### config.mk
export PLATFORM = sky130hd
export DESIGN_NAME = add_shift_core_flat
export DESIGN_NICKNAME = d
export VERILOG_FILES = /design/src/rtl/add_shift_core_pkg.sv /design/src/rtl/add_shift_core_if.sv /design/src/rtl/add_shift_core_lift_stage.sv /design/src/rtl/add_shift_core.sv /design/src/flat_wrapper.sv
export SDC_FILE = /design/constraint.sdc
export NUM_CORES = 1
export LEC_CHECK = 0
export CAP_MARGIN = 0
export CORE_MARGIN = 2
export CORE_UTILIZATION = 45
export DETAILED_ROUTE_END_ITERATION = 8
export PLACE_DENSITY = 0.78
export SLEW_MARGIN = 20
export SYNTH_ARGS = -nofsm -noshare
export SYNTH_HDL_FRONTEND = slang
export SYNTH_SLANG_ARGS = --single-unit
### constraint.sdc
create_clock -name clk -period 7.1 [get_ports clk]
set_clock_uncertainty 0.2 [all_clocks]
set_input_delay 0.71 -clock clk [delete_from_list [all_inputs] [get_ports clk]]
set_output_delay 0.71 -clock clk [all_outputs]
set_load 0.1 [all_outputs]
### src/rtl/add_shift_core_pkg.sv
// Shared definitions for the 5/3 lifting core: default sample width and sample type.
package add_shift_core_pkg;

  localparam int W_DEFAULT = 19;

  typedef logic signed [W_DEFAULT-1:0] sample_t;

  // Lifting step constants: predict halves the neighbour sum, update quarters it with rounding.
  localparam int PREDICT_SHIFT = 1;
  localparam int PREDICT_RND   = 0;
  localparam int UPDATE_SHIFT  = 2;
  localparam int UPDATE_RND    = 2;

endpackage : add_shift_core_pkg

### src/rtl/add_shift_core_if.sv
// Beat interface of the lifting core: one window per in_valid beat, one result per out_valid.
interface add_shift_core_if
  import add_shift_core_pkg::*;
#(
  parameter int W = W_DEFAULT
);

  logic                in_valid;
  logic                sof;
  logic signed [W-1:0] x2;
  logic signed [W-1:0] x3;
  logic signed [W-1:0] x4;
  logic signed [W-1:0] x5;
  logic signed [W-1:0] d3;
  logic signed [W-1:0] a2;
  logic                out_valid;

  modport master (
    output in_valid, sof, x2, x3, x4, x5,
    input  d3, a2, out_valid
  );

  modport slave (
    input  in_valid, sof, x2, x3, x4, x5,
    output d3, a2, out_valid
  );

endinterface : add_shift_core_if

### src/rtl/add_shift_core_lift_stage.sv
// One lifting step: result = base -/+ ((p + q + RND) >>> SHIFT), wrapped to W bits.
module add_shift_core_lift_stage #(
  parameter int W        = 19,
  parameter int SHIFT    = 1,
  parameter int RND      = 0,
  parameter bit SUBTRACT = 1'b1
) (
  input  logic signed [W-1:0] base,
  input  logic signed [W-1:0] p,
  input  logic signed [W-1:0] q,
  output logic signed [W-1:0] result
);

  // Two guard bits hold p + q + RND without overflow before the floor shift.
  localparam int SW = W + 2;

  logic signed [SW-1:0] sum;
  logic signed [SW-1:0] scaled;

  always_comb begin
    sum    = SW'(p) + SW'(q) + SW'(RND);
    scaled = sum >>> SHIFT;
    if (SUBTRACT) begin
      result = W'(SW'(base) - scaled);
    end else begin
      result = W'(SW'(base) + scaled);
    end
  end

endmodule : add_shift_core_lift_stage

### src/rtl/add_shift_core.sv
// Two-stage 5/3 lifting core: stage 1 predicts d3, stage 2 updates a2 using the previous d3.
module add_shift_core
  import add_shift_core_pkg::*;
#(
  parameter int W = W_DEFAULT
) (
  input  logic               clk,
  input  logic               rst_n,
  add_shift_core_if.slave    bus
);

  logic signed [W-1:0] d3_comb;
  logic signed [W-1:0] a2_comb;
  logic signed [W-1:0] d1_sel;

  logic signed [W-1:0] d3_s1;
  logic signed [W-1:0] x2_s1;
  logic                valid_s1;
  logic                self_s1;

  logic signed [W-1:0] d1_hist;
  logic                first_q;

  add_shift_core_lift_stage #(
    .W        (W),
    .SHIFT    (PREDICT_SHIFT),
    .RND      (PREDICT_RND),
    .SUBTRACT (1'b1)
  ) u_predict (
    .base   (bus.x3),
    .p      (bus.x2),
    .q      (bus.x4),
    .result (d3_comb)
  );

  // Left row boundary mirrors the current detail coefficient instead of using history.
  always_comb begin
    d1_sel = self_s1 ? d3_s1 : d1_hist;
  end

  add_shift_core_lift_stage #(
    .W        (W),
    .SHIFT    (UPDATE_SHIFT),
    .RND      (UPDATE_RND),
    .SUBTRACT (1'b0)
  ) u_update (
    .base   (x2_s1),
    .p      (d1_sel),
    .q      (d3_s1),
    .result (a2_comb)
  );

  // NOTE: state registers use non-blocking assignments so every register samples pre-edge values.
  always_ff @(posedge clk) begin
    if (!rst_n) begin
      valid_s1      <= 1'b0;
      self_s1       <= 1'b0;
      d3_s1         <= '0;
      x2_s1         <= '0;
      d1_hist       <= '0;
      first_q       <= 1'b1;
      bus.d3        <= '0;
      bus.a2        <= '0;
      bus.out_valid <= 1'b0;
    end else begin
      valid_s1      <= bus.in_valid;
      bus.out_valid <= valid_s1;

      if (bus.in_valid) begin
        d3_s1   <= d3_comb;
        x2_s1   <= bus.x2;
        self_s1 <= bus.sof | first_q;
        first_q <= 1'b0;
      end

      // Bubbles leave outputs and d1 history untouched.
      if (valid_s1) begin
        bus.d3  <= d3_s1;
        bus.a2  <= a2_comb;
        d1_hist <= d3_s1;
      end
    end
  end

endmodule : add_shift_core

### src/flat_wrapper.sv
// flat-port wrapper written by rule: the top's interface ports become plain ports
module add_shift_core_flat import add_shift_core_pkg::*;
#(
  parameter int W = W_DEFAULT
)
  (clk, rst_n, bus_in_valid, bus_sof, bus_x2, bus_x3, bus_x4, bus_x5, bus_d3, bus_a2, bus_out_valid);
  add_shift_core_if #(.W(W)) bus_i ();
  input  logic clk;
  input  logic rst_n;
  input wire logic [$bits(bus_i.in_valid)-1:0] bus_in_valid;
  input wire logic [$bits(bus_i.sof)-1:0] bus_sof;
  input wire logic [$bits(bus_i.x2)-1:0] bus_x2;
  input wire logic [$bits(bus_i.x3)-1:0] bus_x3;
  input wire logic [$bits(bus_i.x4)-1:0] bus_x4;
  input wire logic [$bits(bus_i.x5)-1:0] bus_x5;
  output wire logic [$bits(bus_i.d3)-1:0] bus_d3;
  output wire logic [$bits(bus_i.a2)-1:0] bus_a2;
  output wire logic [$bits(bus_i.out_valid)-1:0] bus_out_valid;
  assign bus_i.in_valid = bus_in_valid;
  assign bus_i.sof = bus_sof;
  assign bus_i.x2 = bus_x2;
  assign bus_i.x3 = bus_x3;
  assign bus_i.x4 = bus_x4;
  assign bus_i.x5 = bus_x5;
  assign bus_d3 = bus_i.d3;
  assign bus_a2 = bus_i.a2;
  assign bus_out_valid = bus_i.out_valid;
  add_shift_core #(.W(W)) u_core (.clk(clk), .rst_n(rst_n), .bus(bus_i));
endmodule
# Word-level counts from Yosys, hierarchy flattened
# Cells that the tools add are included.
# word_totals
in_bits	80
register_bits	80
out_inout_bits	39
wordCells	15
# op_classes
add_sub_neg	5
n_bitwise	1
mux	1
# ops
operator	count
$add 19x19->20	2
$add 20x3->21 const B	1
$add 19x19->19	1
$mux 19	1
$sub 19x19->19	1
$or 1x1->1	1

# Depth between registers and ports, before layout
# logic_depth
word_depth	4
ltp_mapped	23

# Modules after synthesis
# Synthesis repeated with hierarchy kept, for this count alone.
# unflattened
hier_cells	798
hier_area_um2	7156.9
# modules_own_cells
module	cells_per_inst	seq_area_each_um2	instances	area_per_inst_um2
add_shift_core	278	1601.5	1	3233.1
add_shift_core_lift_stage at u_core.u_update	262	0.0	1	2028.2
add_shift_core_lift_stage at u_core.u_predict	258	0.0	1	1895.6

# Worst setup path before layout
# No wires, ideal clock.
# synth_path
path_type	register -> register
start	reg u_core.self_s1
end	reg u_core.bus.a2[18]
setup_time_ns	0.065
required_ns	6.835
n_path_buf	2
path_slack_ns	2.153
arrival_time_ns	4.682
stages_incl_launch_ff	21
synth_period_minus_slack_ns	4.947
cell_sequence	dfxtp_1 -> clkbuf_1 -> clkbuf_1 -> mux2_2 -> ha_1 -> ha_1 -> nand3_1 -> or4b_1 -> nand4_1 -> a21oi_1 -> xnor2_1 -> ha_1 -> or3_4 -> or2_0 -> o22ai_2 -> o21ai_2 -> a41oi_2 -> a21oi_2 -> xor2_1 -> or3_1 -> nand3_1
# synth_via
elab_chain_cells	4
# synth_rtl
item	line	rtl
from (decl)	add_shift_core.sv:19	logic self_s1;
from (signal assigned)	add_shift_core.sv:72	self_s1 <= bus.sof | first_q;
$mux 19	add_shift_core.sv:38	d1_sel = self_s1 ? d3_s1 : d1_hist;
$add 19x19->20	add_shift_core_lift_stage.sv:21	sum = SW'(p) + SW'(q) + SW'(RND);
$add 20x3->21	add_shift_core_lift_stage.sv:21	
$add 19x19->19	add_shift_core_lift_stage.sv:26	result = W'(SW'(base) + scaled);
to (signal assigned)	add_shift_core.sv:79	bus.a2 <= a2_comb;
to (decl)	add_shift_core_if.sv:25	output d3, a2, out_valid
# No other way between the ends.
# A chain may end at the register's enable or synchronous reset.

# Worst setup path after layout
# Ends and elaborated chain as after synthesis.

==> reports/results.txt <==
Max Clock Freq -> 191 MHz
DRT Pass-1 Iters -> 5
Final Max Tran Viols -> 0
Mean Syn Cell Area -> 8.71 um^2
maximum net fanout on the critical path -> 20
cts repair resizes -> 0
Clk pwr share -> 24.6%
Hold Violations, Final -> 0
ratio of cells with drive above 1 in the final layout -> 6.24%
Post-synth EDFFs -> 0
Yosys cell types -> 60
Worst-Skew Late Latency -> 0.34 ns
Post-Syn Instances -> 738
Pleak -> 0.00363 uW
H-tree levels -> 3
status -> completed
die width -> 124 um
Die H -> 124 um
IO Pins -> 119
crit path DAT -> 5.32 ns
Tmin final -> 5.24 ns
drt via density -> 5.37
power density cells -> 245 nW/um^2
pin count of the biggest net entering global routing -> 56
worst IR drop on VDD -> 0.124 mV
remaining global-route overflow -> 0
Placer Congestion -> 0.891
Combinational Power Share -> 47.1%
Port-buffer cells -> 99
#FFs+latches synth -> 80
row count -> 43
critical path type -> reg -> reg
postcts setup bufs -> 0
Synth Warn # -> 0
Area Overhead vs Synth -> 22.7%
hold buffers post-CTS -> 0
total CTS buffers -> 9
clock sink count -> 80
hpwl dp -> 11500 um
# Max-Cap Violations -> 0
first-pass GRT wire length -> 24100 um
clock-pin slew on the worst setup and hold paths -> 0.06 ns
Final setup viols -> 0
# nets final -> 1005
Post-Synthesis Cell Area -> 6430 um^2
TritonCTS clock tree -> built
Setup crit end kind -> flip-flop
Post-synth ARST share -> 0%
Internal -> 1170 uW
Primary FF master, synth -> dfxtp_1
via count -> 5445
Slew @ Worst Pin -> 1.04 ns
Overall Power -> 1930 uW
Routed WL -> 14600 um
diode count -> 0
crit start category -> flip-flop
Routed WL per cell -> 14.4 um
initial antenna violation count -> 0
Core Area -> 13900 um^2
Sw Pwr -> 768 uW
RSZ-0062 raised after global routing -> no
Routed Antenna Nets -> 0
CTS root buffer -> clkbuf_16
number of global-route vias before repair -> 5123
most common cell after layout, fill and taps aside -> clkdlybuf4s50_1
Sw Ratio -> 39.7%
Post-Syn Nets -> 914
CP required -> 7.18 ns
Max Buffers Root-to-Sink -> 2
Tcrit/Tclk final -> 73.8%
Overall Global Routing Usage -> 19.8%
die area -> 15300 um^2
final setup TNS -> 0 ns
Slew headroom -> 30.3%
post-synthesis sequential area ratio -> 24.9%
Hold WC Path Type -> reg -> reg
sequential fraction of design power -> 28.3%
initial DRC count -> 347
Initial Util -> 46.1%
commonest cells after routing, fill and taps aside -> clkdlybuf4s50_1, nor2_1, ha_1, dfxtp_1, mux2i_1
DRC Markers -> 0
-- routing by layer --
layer  global-route usage, %  vias up  share of wire [%]
li1                        -     2847                  -
met1                    27.1     2466                 49
met2                    31.7      114                 46
met3                    3.46       18                4.0
met4                    6.39        0                1.5
met5                       0        -                  0
-- sequential cells by signal (all words and copies together), names as in the netlist --
name                  count
u_core.bus.a2            19
u_core.bus.d3            19
u_core.bus.out_valid      1
u_core.d3_s1             19
u_core.first_q            1
u_core.self_s1            1
u_core.valid_s1           1
u_core.x2_s1             19
-- power groups by stage --
stage | clock (uW) | combinational [uW] | sequential, uW
after CTS | 485 | 912 | 548
after detailed placement | 0 | 902 | 557
final | 476 | 910 | 548
after global routing | 502 | 1000 | 555
after floorplan | 0 | 576 | 688
after global placement | 0 | 889 | 554
-- critical path, cell delays in order (launching register included) --
cell,delay (ns)
dfxtp_1,0.91
mux2_2,0.42
ha_1,0.27
ha_1,0.36
and2_1,0.18
o21ai_1,0.19
nand4_1,0.20
a31oi_2,0.35
o21bai_1,0.11
a211oi_1,0.24
nor2_1,0.07
ha_1,0.35
nand2_1,0.09
o21ai_0,0.12
a21oi_1,0.21
o21ai_2,0.09
a41oi_2,0.23
a21oi_2,0.08
xor2_1,0.15
or3_1,0.30
nand3_1,0.07
-- final cells by class --
cell class,instances,area [um^2]
fill,1217,6050
clock inverter,5,63.8
multi-input combinational,612,4650
clock buffer,11,243
timing repair buffer,102,1010
tap,180,225
inverter,24,90.1
sequential,80,1600
-- cell families (layout without fill, tap and decap cells) --
| family | after synthesis | count (layout) | share of synthesized area [%] |
|---|---|---|---|
| muxes | 74 | 74 | 11.8 |
| and+or+nand+nor | 215 | 215 | 16.2 |
| AOI/OAI and AO/OA | 170 | 170 | 17.5 |
| DFF | 80 | 80 | 24.9 |
| xor gates and xnor gates | 57 | 57 | 7.77 |
| adders and majority gates | 96 | 96 | 19.2 |
| buffers and inverters | 46 | 142 | 2.69 |
-- final timing paths --
kind	startpoint	end	slack, ns	cells after the start
setup / recovery	u_core.self_s1	u_core.bus.a2[18]	1.86	20
hold / removal	u_core.first_q	u_core.first_q	0.26	2
setup reg to reg	u_core.self_s1	u_core.bus.a2[18]	1.86	20
hold reg to reg	u_core.first_q	u_core.first_q	0.26	2
-- synthesized netlist by cell type, drive strengths merged (4+ instances only) --
| cell | number | share of area [%] |
|---|---|---|
| a31oi | 9 | 0.97 |
| or2 | 5 | 0.49 |
| clkbuf | 18 | 1.1 |
| nor2b | 11 | 1.1 |
| nand4 | 4 | 0.39 |
| nand2b | 14 | 1.4 |
| a21oi | 48 | 3.9 |
| o21a | 12 | 1.4 |
| a211oi | 13 | 1.5 |
| nand2 | 24 | 1.4 |
| buf | 4 | 0.23 |
| ha | 92 | 18 |
| inv | 24 | 1.4 |
| nand3 | 18 | 1.4 |
| nor2 | 95 | 5.5 |
| dfxtp | 80 | 25 |
| xnor2 | 35 | 4.8 |
| mux2 | 16 | 2.8 |
| o21ai | 35 | 2.8 |
| or3 | 9 | 0.95 |
| mux2i | 58 | 9.0 |
| nand3b | 10 | 1.2 |
| fa | 4 | 1.2 |
| xor2 | 22 | 3.0 |
| a21o | 23 | 2.7 |
| nor3 | 13 | 1.0 |
-- per-stage QoR --
step                      worst slack, ns  hold WS (ns)  instance area [um^2]  util [%]  std cells
after floorplan                      2.15         0.231                  6430         -        738
after global placement               1.99         0.242                  7580      54.4        998
after detailed placement             1.90         0.249                  7580      54.4        998
after CTS                            1.85         0.262                  7890      56.6       1014
after global routing                 1.46         0.285                  7890      56.6       1014
final                                1.86         0.260                  7890      56.6       1014
Note: power is estimated with default switching activity, not from simulation.
==> edit 1: new RTL, same settings <==
`W_DEFAULT`: 19 -> 17.
--- a/src/rtl/add_shift_core_pkg.sv
+++ b/src/rtl/add_shift_core_pkg.sv
@@ -1,7 +1,7 @@
 // Shared definitions for the 5/3 lifting core: default sample width and sample type.
 package add_shift_core_pkg;
 
-  localparam int W_DEFAULT = 19;
+  localparam int W_DEFAULT = 17;
 
   typedef logic signed [W_DEFAULT-1:0] sample_t;
 
Ports: changed (6 resized); port bits go from 119 to 107. The function was not compared with the original's and may differ.
==> edit 1 against the unedited design <==
Global-route usage up 0.059 points. Routed wire length is 5.3% lower. Maximum frequency down 11%. Die area down 6.1%. Setup slack worse by 0.66 ns. Power down 4.8%. Final area shrank 7.0%. Area after synthesis shrank 6.3%. Sequential cell count fell by 8. Critical endpoint is now u_core.bus.a2[14]. Largest power group unchanged. Highest routed layer unchanged.
==> edit 1: results (changes against the unedited design) <==
Longest Clk Path Bufs - 2 (unchanged)
Slew headroom - 33.3% (+3.0 points)
Vias in the first global route - 5054 (-1.3%)
Maximum number of pins on one net before global-route repair - 65 (+16%)
Post-synthesis sequential area ratio - 23.9% (-0.99 points)
Status - finished clean
Gr usage total - 19.9% (+0.059 points)
Slowest CP cell - dfxtp_1
Detailed placement HPWL - 10.7 mm (-7.1%)
Share of layout cells above drive strength 1 - 5.79% (-0.44 points)
Initial DRC Count - 284 (-18%)
Final nets - 947 (-5.8%)
Most frequent cells after synthesis - 80 x ha_1, 74 x nor2_1, 72 x dfxtp_1, 56 x a21oi_1, 48 x mux2i_1
Total Routed Length - 13.8 mm (-5.3%)
CP peak stage delay - 0.82 ns (-0.09 ns)
Crit Path Max Fanout - 18 (-10%)
Cell variety after synth - 66 (+10%)
Count of input and output buffers - 89 (-10%)
R2r worst-path depth - 17 (-15%)
Die width - 120 um (-3.1%)
Hold Crit Depth - 1 (-1)
Total number of vias - 5383 (-1.1%)
Maximum vdd drop - 0.137 mV (+10%)
Synth area leaders - dfxtp_1 24%, ha_1 17%, mux2i_1 8.0%
Initial antenna violation count - 0 (unchanged)
Placed Area - 7030 um2 (-7.3%)
Async S/R FF share, synth - 0% (unchanged)
P_leak - 3.25 nW (-10%)
First-pass GRT wire length - 23.4 mm (-2.7%)
Mapped Nets - 866 (-5.3%)
edit 1: changes by cell type after synthesis, moves of 7 or more:
cell,delta
nor2_1,-21
nand2_1,+14
ha_1,-12
a21oi_1,+10
mux2i_1,-10
nor3_1,+10
xor2_1,-10
a21o_1,-9
inv_1,+9
dfxtp_1,-8
nand2b_1,-8
xnor2_1,-7
edit 1: worst paths after layout:
check	end	slack, ns
max	u_core.bus.a2[14]	1.20
min	u_core.first_q	0.26
max reg2reg	u_core.bus.a2[14]	1.20
min reg2reg	u_core.first_q	0.26
edit 1: per-stage QoR:
| step | setup WS [ns] | total power [mW] | util [%] | cells |
|---|---|---|---|---|
| detailed placement | 1.30 | 1.36 | 53.5 | 956 |
| finish | 1.20 | 1.84 | 55.8 | 970 |
| global placement | 1.39 | 1.34 | 53.5 | 956 |
| global route | 0.771 | 1.97 | 55.8 | 970 |
| floorplan | 1.93 | 1.17 | - | 710 |
| CTS | 1.21 | 1.84 | 55.8 | 970 |
edit 1: power breakdown:
group | leakage, nW | internal, mW | total (mW) | switching (mW)
sequential | 0.591 | 0.451 | 0.499 | 0.0482
clock | 0.144 | 0.304 | 0.481 | 0.177
combinational | 2.52 | 0.344 | 0.862 | 0.518
total | 3.25 | 1.10 | 1.84 | 0.743
edit 1: logic make-up (layout without fill, tap and decap cells):
logic type,after synthesis,in the layout,synth area share [%]
XOR/XNOR,40,40,5.82
adder cells (fa/ha/maj),84,84,18.0
multiplexers,62,62,10.6
buffers and inverters,56,140,4.18
AO/OA/AOI/OAI,194,194,21.6
AND/OR/NAND/NOR,202,202,15.9
flip-flops,72,72,23.9
edit 1: area by class of cell:
type / instances / share of cell area [%]
clock buffers: 9 / 3.07
clock inverters: 5 / 1.14
inverters: 34 / 1.74
multi-input cells: 582 / 59.0
flip-flops and latches: 72 / 19.7
well taps: 176 / 3.00
repair buffers: 92 / 12.4
edit 1: worst reg2reg max path, stage by stage (launching register included):
cell	delay, ns
dfxtp_1	0.82
mux2_2	0.42
ha_1	0.32
fa_1	0.48
a21o_1	0.21
a21oi_1	0.26
o211ai_1	0.17
a221oi_1	0.51
o21ai_0	0.29
xor2_1	0.20
ha_1	0.38
a21oi_1	0.27
nand2_1	0.08
a211oi_1	0.49
o31ai_1	0.15
a21oi_1	0.23
nor3_1	0.07
a221o_1	0.26
edit 1: routing by layer:
| metal | routed length [um] | global-route usage, % | up-vias |
|---|---|---|---|
| met5 | 0 | 0 | - |
| met4 | 272 | 6.54 | 0 |
| met3 | 663 | 3.23 | 25 |
| met2 | 6110 | 32.0 | 136 |
| met1 | 6790 | 27.1 | 2439 |
| li1 | - | - | 2783 |
==> edit 2: new RTL, same flow settings <==
Without the edit above. Reset style: asynchronous (`rst_n`), changed in one clocked block.
--- a/src/rtl/add_shift_core.sv
+++ b/src/rtl/add_shift_core.sv
@@ -51,7 +51,7 @@
   );
 
   // NOTE: state registers use non-blocking assignments so every register samples pre-edge values.
-  always_ff @(posedge clk) begin
+  always_ff @(posedge clk or negedge rst_n) begin
     if (!rst_n) begin
       valid_s1      <= 1'b0;
       self_s1       <= 1'b0;
Behaviour: differs if rst_n is asserted again (counterexample within 4 cycles, from zero or initial values and one cycle with rst_n low); with rst_n held inactive, the same outputs for 10 cycles.
==> edit 2 against the unedited design <==
Routed wire length up 8.6%. Final area up 4.8%. Die area up 5.4%. Area after synthesis up 5.6%. Sequential cell count unchanged. Sequential share of layout area up 3.9 points. Critical path type unchanged. Setup slack worse by 0.27 ns.
Power is left out: the tool's default activity adds up to more than one toggle a clock period on the data nets, which glitch-free logic cannot reach.
==> edit 2: results (changes against the unedited design) <==
Post-synthesis sequential area ratio - 29.5% (+4.6 points)
Count of input and output buffers - 99 (unchanged)
Clock Latency Late Sink - 0.34 ns (about the same)
Met1 usage - 26.2% (-0.80 points)
Worst hold margin - 0.198 ns (-0.0624 ns)
Slowest CP cell - dfrtp_1
Status - finished clean
Crit Path Max Fanout - 20 (unchanged)
CTS H-tree lvls - 3 (unchanged)
Synth area leaders - dfrtp_1 29%, ha_1 17%, mux2_2 13%
Maximum number of pins on one net before global-route repair - 81 (+45%)
R2r worst-path depth - 19 (-5.0%)
Placement Setup Slack - 1.65 ns (-0.250 ns)
Share of layout cells above drive strength 1 - 15.2% (+9.0 points)
Worst setup path endpoint - u_core.bus.a2[18]
M1 WL - 7.17 mm (+0.99%)
GRT met2 Usage - 35.6% (+4.0 points)
CTS buffer count - 9 (unchanged)
Async S/R FF share, synth - 100% (+100 points)
Top sig layer - met4
WS Path Type - reg -> reg
Reg2reg start - u_core.self_s1
Vias per inst - 5.68 (+5.8%)
Longest Clk Path Bufs - 2 (unchanged)
Placed Area - 7970 um2 (+5.1%)
Metal3 WL - 712 um (+21%)
Met2 routed WL - 7.69 mm (+15%)
CTS resizes - 0 (unchanged)
Initial DRC Count - 306 (-12%)
RePlAce Congestion - 0.866 (-2.8%)
Most frequent cells after synthesis - 92 x ha_1, 79 x dfrtp_1, 78 x mux2_2, 54 x a21oi_1, 39 x nand2_1
CP peak stage delay - 0.90 ns
Met3 Use GR - 3.54% (+0.083 points)
Cell Count, Final, Fillers Out - 979 (-3.5%)
Mapped Nets - 867 (-5.1%)
Root Buffer - clkbuf_16
Critical Path AT - 5.56 ns (+0.24 ns)
Routed length per instance - 16.2 um (+12%)
DRT Pass-1 Iters - 5 (unchanged)
Cell variety after synth - 66 (+10%)
Slew headroom - 30.7% (+0.34 points)
Initial antenna violation count - 0 (unchanged)
Vias in the first global route - 5507 (+7.5%)
Number of diodes - 0 (unchanged)
Class of the worst hold path - in -> async
Critical path's top delay family - compound AO/OA/AOI/OAI gates
Detailed placement HPWL - 12.2 mm (+6.5%)
Gr usage total - 20.4% (+0.61 points)
Final nets - 966 (-3.9%)
Placed insts - 963 (-3.5%)
First-pass GRT wire length - 26.4 mm (+9.8%)
Worst-path clk slew - 0.07 ns
Post-synth top flop - dfrtp_1
Syn Area/Cell - 9.82 um2 (+13%)
PnR worst setup slack - 1.59 ns (-0.267 ns)
Fill cells - 1329 (+9.2%)
-- edit 2: cell count changes in the layout (fill, tap and decap cells not counted), sizes merged, moves of 8 or more --
cell / before / now
dfrtp: 0 / 79
dfxtp: 80 / 0
inv: 26 / 34
mux2: 16 / 78
mux2i: 58 / 2
nand2: 24 / 39
nand2b: 14 / 3
nor2: 95 / 36
-- edit 2: kinds of logic (layout without fill, tap and decap cells) --
group                      count (synthesis)  in the layout  share of synthesized area (%)
AOI/OAI and AO/OA                        179            179                           17.7
and+or+nand+nor                          157            157                           11.9
adders and majority gates                 96             96                           18.1
muxes                                     80             80                           13.2
DFF                                       80             80                           29.5
xor gates and xnor gates                  54             54                           6.97
buffers and inverters                     45            149                           2.51
-- edit 2: cell type report --
cell class	count	area (um2)	area share, %
Clock inverter	6	66.3	0.802
Clock buffer	10	229	2.77
Sequential cell	80	2000	24.2
Inverter	32	120	1.45
Timing Repair Buffer	101	1000	12.1
Tap cell	184	230	2.79
Multi-Input combinational cell	566	4610	55.8
